==> src/rtl/conv_frame_ctrl_if.sv <==
// conv_frame_ctrl_if: upstream stream, convolution datapath taps and interior-result stream
interface conv_frame_ctrl_if #(parameter int PIXEL_WIDTH = 8);
    logic                   s_valid;
    logic                   s_ready;
    logic [PIXEL_WIDTH-1:0] s_pixel;
    logic                   conv_valid;
    logic [PIXEL_WIDTH-1:0] conv_pixel_in;
    logic [PIXEL_WIDTH-1:0] conv_pixel;
    logic                   m_valid;
    logic [PIXEL_WIDTH-1:0] m_pixel;
    logic                   m_sof;
    logic                   m_eol;
    modport slave (
        input  s_valid, s_pixel, conv_pixel,
        output s_ready, conv_valid, conv_pixel_in, m_valid, m_pixel, m_sof, m_eol
    );
    modport master (
        output s_valid, s_pixel, conv_pixel,
        input  s_ready, conv_valid, conv_pixel_in, m_valid, m_pixel, m_sof, m_eol
    );
endinterface

==> src/rtl/conv_frame_ctrl.sv <==
// conv_frame_ctrl: frame sequencer for the 3x3 convolution datapath, emits interior windows only.
// Define CONV_FRAME_CTRL_STATS_EN to add the stat_frames / stat_stalls counters.
module conv_frame_ctrl #(
    parameter int PIXEL_WIDTH  = 8,
    parameter int IMAGE_WIDTH  = 8,
    parameter int IMAGE_HEIGHT = 8,
    parameter int CONV_LATENCY = 2
) (
    input  logic clk,
    input  logic rst,
    input  logic start,
    input  logic abort,
    output logic busy,
    output logic done,
`ifdef CONV_FRAME_CTRL_STATS_EN
    conv_frame_ctrl_if.slave bus,
    output logic [15:0] stat_frames,
    output logic [15:0] stat_stalls
`else
    conv_frame_ctrl_if.slave bus
`endif
);
    localparam int XW = $clog2(IMAGE_WIDTH);
    localparam int YW = $clog2(IMAGE_HEIGHT);
    localparam int FW = $clog2(CONV_LATENCY + 1);
    typedef enum logic [1:0] {IDLE, RUN, FLUSH, DONE} state_t;
    state_t state, state_d;
    logic [XW-1:0] x;
    logic [YW-1:0] y;
    logic [FW-1:0] fcnt;
    logic [CONV_LATENCY-1:0][2:0] tag_q;
    logic [2:0] tag_d, tail;
    logic ready, accept, x_last, y_last, interior;
    assign accept   = bus.s_valid && ready;
    assign x_last   = x == XW'(IMAGE_WIDTH - 1);
    assign y_last   = y == YW'(IMAGE_HEIGHT - 1);
    assign interior = x >= XW'(2) && y >= YW'(2);
    // tag = {interior, sof, eol}; sof/eol only ever mark interior windows
    assign tag_d = accept ? {interior, interior && x == XW'(2) && y == YW'(2), interior && x_last} : 3'b000;
    assign tail  = tag_q[CONV_LATENCY-1];
    assign bus.s_ready       = ready;
    assign bus.conv_valid    = accept;
    assign bus.conv_pixel_in = bus.s_pixel;
    assign bus.m_valid       = tail[2];
    assign bus.m_sof         = tail[1];
    assign bus.m_eol         = tail[0];
    assign bus.m_pixel       = tail[2] ? bus.conv_pixel : PIXEL_WIDTH'(0);
    always_comb begin
        state_d = abort ? IDLE :
                  state == IDLE  ? (start ? RUN : IDLE) :
                  state == RUN   ? (accept && x_last && y_last ? FLUSH : RUN) :
                  state == FLUSH ? (fcnt == FW'(CONV_LATENCY - 1) ? DONE : FLUSH) : IDLE;
    end
    always_ff @(posedge clk) begin
        if (rst) begin
            state <= IDLE;
            busy  <= 1'b0;
            done  <= 1'b0;
            ready <= 1'b0;
            fcnt  <= '0;
            x     <= '0;
            y     <= '0;
            tag_q <= '0;
        end else begin
            state <= state_d;
            busy  <= state_d == RUN || state_d == FLUSH;
            done  <= state_d == DONE;
            ready <= state_d == RUN;
            fcnt  <= state == FLUSH ? fcnt + 1'b1 : '0;
            x     <= state_d != RUN ? '0 : accept ? (x_last ? '0 : x + 1'b1) : x;
            y     <= state_d != RUN ? '0 : accept && x_last ? y + 1'b1 : y;
            tag_q <= abort ? '0 : (3 * CONV_LATENCY)'({tag_q, tag_d});
        end
    end
`ifdef CONV_FRAME_CTRL_STATS_EN
    always_ff @(posedge clk) begin
        if (rst) begin
            stat_frames <= '0;
            stat_stalls <= '0;
        end else begin
            if (state == DONE && stat_frames != 16'hFFFF) stat_frames <= stat_frames + 16'd1;
            if (state == RUN && !bus.s_valid && stat_stalls != 16'hFFFF) stat_stalls <= stat_stalls + 16'd1;
        end
    end
`endif
endmodule

==> src/flat_wrapper.sv <==
// flat-port wrapper written by rule: the top's interface ports become plain ports
module conv_frame_ctrl_flat 
#(
    parameter int PIXEL_WIDTH  = 8,
    parameter int IMAGE_WIDTH  = 8,
    parameter int IMAGE_HEIGHT = 8,
    parameter int CONV_LATENCY = 2
)
  (clk, rst, start, abort, busy, done, bus_s_valid, bus_s_pixel, bus_conv_pixel, bus_s_ready, bus_conv_valid, bus_conv_pixel_in, bus_m_valid, bus_m_pixel, bus_m_sof, bus_m_eol);
  conv_frame_ctrl_if #(.PIXEL_WIDTH(PIXEL_WIDTH)) bus_i ();
  input  logic clk;
  input  logic rst;
  input  logic start;
  input  logic abort;
  output logic busy;
  output logic done;
  input wire logic [$bits(bus_i.s_valid)-1:0] bus_s_valid;
  input wire logic [$bits(bus_i.s_pixel)-1:0] bus_s_pixel;
  input wire logic [$bits(bus_i.conv_pixel)-1:0] bus_conv_pixel;
  output wire logic [$bits(bus_i.s_ready)-1:0] bus_s_ready;
  output wire logic [$bits(bus_i.conv_valid)-1:0] bus_conv_valid;
  output wire logic [$bits(bus_i.conv_pixel_in)-1:0] bus_conv_pixel_in;
  output wire logic [$bits(bus_i.m_valid)-1:0] bus_m_valid;
  output wire logic [$bits(bus_i.m_pixel)-1:0] bus_m_pixel;
  output wire logic [$bits(bus_i.m_sof)-1:0] bus_m_sof;
  output wire logic [$bits(bus_i.m_eol)-1:0] bus_m_eol;
  assign bus_i.s_valid = bus_s_valid;
  assign bus_i.s_pixel = bus_s_pixel;
  assign bus_i.conv_pixel = bus_conv_pixel;
  assign bus_s_ready = bus_i.s_ready;
  assign bus_conv_valid = bus_i.conv_valid;
  assign bus_conv_pixel_in = bus_i.conv_pixel_in;
  assign bus_m_valid = bus_i.m_valid;
  assign bus_m_pixel = bus_i.m_pixel;
  assign bus_m_sof = bus_i.m_sof;
  assign bus_m_eol = bus_i.m_eol;
  conv_frame_ctrl #(.PIXEL_WIDTH(PIXEL_WIDTH), .IMAGE_WIDTH(IMAGE_WIDTH), .IMAGE_HEIGHT(IMAGE_HEIGHT), .CONV_LATENCY(CONV_LATENCY)) u_core (.clk(clk), .rst(rst), .start(start), .abort(abort), .busy(busy), .done(done), .bus(bus_i));
endmodule
==> config.mk <==
export PLATFORM = sky130hd
export DESIGN_NAME = conv_frame_ctrl_flat
export DESIGN_NICKNAME = d
export VERILOG_FILES = /design/src/rtl/conv_frame_ctrl_if.sv /design/src/rtl/conv_frame_ctrl.sv /design/src/flat_wrapper.sv
export SDC_FILE = /design/constraint.sdc
export NUM_CORES = 1
export LEC_CHECK = 0
export CORE_MARGIN = 1
export CORE_UTILIZATION = 43
export DETAILED_ROUTE_END_ITERATION = 8
export PLACE_DENSITY = 0.83
export SLEW_MARGIN = 25
export SYNTH_ARGS = -nofsm -noshare
export SYNTH_HDL_FRONTEND = slang
export SYNTH_SLANG_ARGS = --single-unit
==> constraint.sdc <==
create_clock -name clk -period 2.6 [get_ports clk]
set_input_delay 0.65 -clock clk [delete_from_list [all_inputs] [get_ports clk]]
set_output_delay 0.65 -clock clk [all_outputs]
set_load 0.01 [all_outputs]
==> reports/results.tsv <==
stage	metric	value	unit
status	status	completed	
cells_and_area	fin util	60.9	%
yosys	sequential area share after synthesis	40.5	%
cells_and_area	layout cell share with drive strength beyond 1	12.0	%
place	Routability Congestion	0.751	
die	Initial Utilization	46.9	%
clock_tree	Worst-Skew Late Latency	0.29	ns
yosys	Mapped Area	938	um^2
clock_tree	total number of clock tree sinks	19	
die	number of core rows	16	
cells_and_area	register area	380	um^2
yosys	simple-gate share of the synthesized area	29.5	%
cells_and_area	area of the multi-input gates	468	um^2
power	Pwr Total	485	uW
clock_tree	H-Tree Level Count	1	
die	area of the die	2370	um^2
grt	first-pass GRT wire length	2.82	mm
setup_path	CP arrival	1.78	ns
yosys	#FFs+latches synth	19	
grt	antenna violations before repair	0	
cells_and_area	Syn-to-layout area delta	30.0	%
setup_path	r2r startpoint	u_core.x[0]$_SDFFE_PP0N_	
die	die height	48.7	um
power	leakage power	0.000532	uW
job	max-cap viol count	0	
drt	detailed-route via count	693	
yosys	syn nets	122	
setup_path	required time of the critical path	1.95	ns
power	PD cells	397	nW/um^2
timing	Fmax achieved	0.411	GHz
die	Top Ports	44	
clock_tree	post-CTS setup buffers	0	
yosys	Post-Synth XOR/XNOR Area	0.933	%
die	core footprint	2000	um^2
place	Buffers on Ports	27	
drt	drt drc	0	
cells_and_area	# diodes	0	
worst_hold_path	hold path startpoint	u_core.tag_q[0]$_SDFF_PP0_	
timing	crit path time final	2.43	ns
yosys	area share of the largest cell type after synthesis	40.5	%
yosys	Compound-Gate Fraction of Synth Area	5.33	%
timing	RSZ-0062 raised after global routing	false	
drt	met2 WL	775	um
die	Die X	48.7	um
yosys	leading area contributor after synthesis	dfxtp_1	
place	DP Wirelength	1.22	mm
drt	Final ANT Viol Nets	0	
grt	GRT Total Usage	15.5	%
setup_path	Critical Path Start Type	input pin	
drt	WL met1	694	um
clock_tree	Clock Tree Buf Depth	2	
cells_and_area	nets@finish	148	
drt	wire per inst	11.3	um
worst_hold_path	worst min path class	reg -> reg	
yosys	Synth Area in Adders	12.0	%
power	VDD IR max	302	uV
grt	largest net degree at the start of global routing	11	
yosys	mux share of post-synthesis cell area	2.13	%
yosys	largest family of logic cells by synthesized area	simple AND/OR/NAND/NOR gates	
timing	Tightest Pin Transition	0.431	ns
clock_tree	number of buffers created by CTS	3	
clock_tree	CTS tree	yes	
cells_and_area	most frequent cells in the layout	27 x clkdlybuf4s50_1, 19 x dfxtp_1, 12 x and2_1	
setup_path	worst setup path start	bus_conv_pixel[5]	
yosys	Synth cell types	28	
timing	relative slew slack	71.1	%
timing	Final Slew Violations	0	
drt	First-pass DRT Iterations	4	
drt	vias per cell	4.81	
setup_path	CP Class	in -> out	
yosys	Avg Inst Size Synth	10.2	um^2
drt	DRT iter0 DRCs	2	
timing	TNS Setup	0	ns
yosys	Post-Synthesis Cells	92	
cells_and_area	Fillers	181	
clock_tree	CTS Hold Buffers Added	0	
grt	gr ovfl total	0	
yosys	most area-consuming cells after synthesis	dfxtp_1 41%, ha_1 12%, and2_1 8.0%	
clock_tree	PostCTS Resize Cnt	0	
drt	drt total wl	1.63	mm
clock_tree	clk slew on worst S/H paths	0.10	ns
grt	vias in the first global route	636	
timing	final setup fails	0	
timing	Final Hold Viols	0	
yosys	Yosys warnings	0	
setup_path	Crit. End Element	output port	
timing	Layout Skew	0.00114	ns
clock_tree	CTS root buf	clkbuf_4	
timing	fin crit share	93.5	%
cells_and_area	commonest non-fill, non-tap cell in the layout	clkdlybuf4s50_1	
drt	uppermost layer routed	met4	
drt	metal3 WL	121	um
setup_path	CP max FO	1	
cells by family after synthesis:
kind of cell | count (synthesis)
mux | 2
compound gates | 7
simple gates | 40
flops | 19
xor+xnor | 1
buf+inv | 14
fa+ha+maj | 9
where the power goes:
| part | switching (uW) | internal, uW | total (uW) |
|---|---|---|---|
| Clock | 87.2 | 59.6 | 147 |
| Combinational | 15.5 | 27.2 | 42.7 |
| Sequential | 1.83 | 293 | 295 |
| Total | 105 | 380 | 485 |
cells in the mapped netlist:
library cell	number
nand2b_1	1
nand2b_2	1
a21oi_1	2
nor4_2	1
nor2_1	8
inv_1	4
and2_1	12
nand4b_4	1
a21o_1	1
nor2_4	1
nor3_1	4
ha_1	9
nor4b_4	1
nand2b_4	1
nor3b_2	1
inv_2	1
buf_4	8
nand2_1	5
a21boi_1	1
dfxtp_1	19
and3_1	1
and2b_1	1
buf_6	1
nor2b_1	1
xnor2_1	1
o32a_1	1
a211oi_1	2
mux2i_1	2
critical path, stage by stage:
cell             delay [ns]
clkdlybuf4s50_1        0.47
and2_1                 0.13
clkdlybuf4s50_1        0.53
stage by stage:
stage               area [um^2]  instances  hold WS (ns)  setup slack [ns]
finish                     1220        144         0.434             0.168
global route               1220        144         0.448             0.110
CTS                        1220        144         0.434             0.160
detailed placement         1190        140         0.411             0.166
global placement           1190        140         0.409             0.182
floorplan                   938         92         0.404             0.817
per-layer routing:
| metal | vias to the layer above | global-route usage [%] |
|---|---|---|
| met3 | 8 | 3.14 |
| li1 | 352 | - |
| met4 | 0 | 10.8 |
| met1 | 307 | 16.2 |
| met5 | - | 0 |
| met2 | 26 | 27.5 |
layout make-up:
type | count | area share [%]
well taps | 27 | 2.77
inverters | 5 | 1.54
clock buffers | 4 | 2.15
repair buffers | 30 | 24.0
multi-input cells | 59 | 38.4
flip-flops and latches | 19 | 31.2
final timing paths:
check,end,slack [ns],cells after the start
worst min-delay path,u_core.tail[0]$_SDFF_PP0_,0.43,1
worst min register to register,u_core.tail[0]$_SDFF_PP0_,0.43,1
worst max-delay path,bus_m_pixel[5],0.17,3
worst max register to register,u_core.y[1]$_SDFFE_PP0P_,0.63,8
registers in the layout, indices dropped and copies added (netlist names), 2 cells and up:
name / flops
u_core.tail: 3
u_core.fcnt: 2
u_core.x: 3
u_core.tag_q: 3
u_core.y: 3
u_core.state: 2
Power figures use the tool's default switching activity.
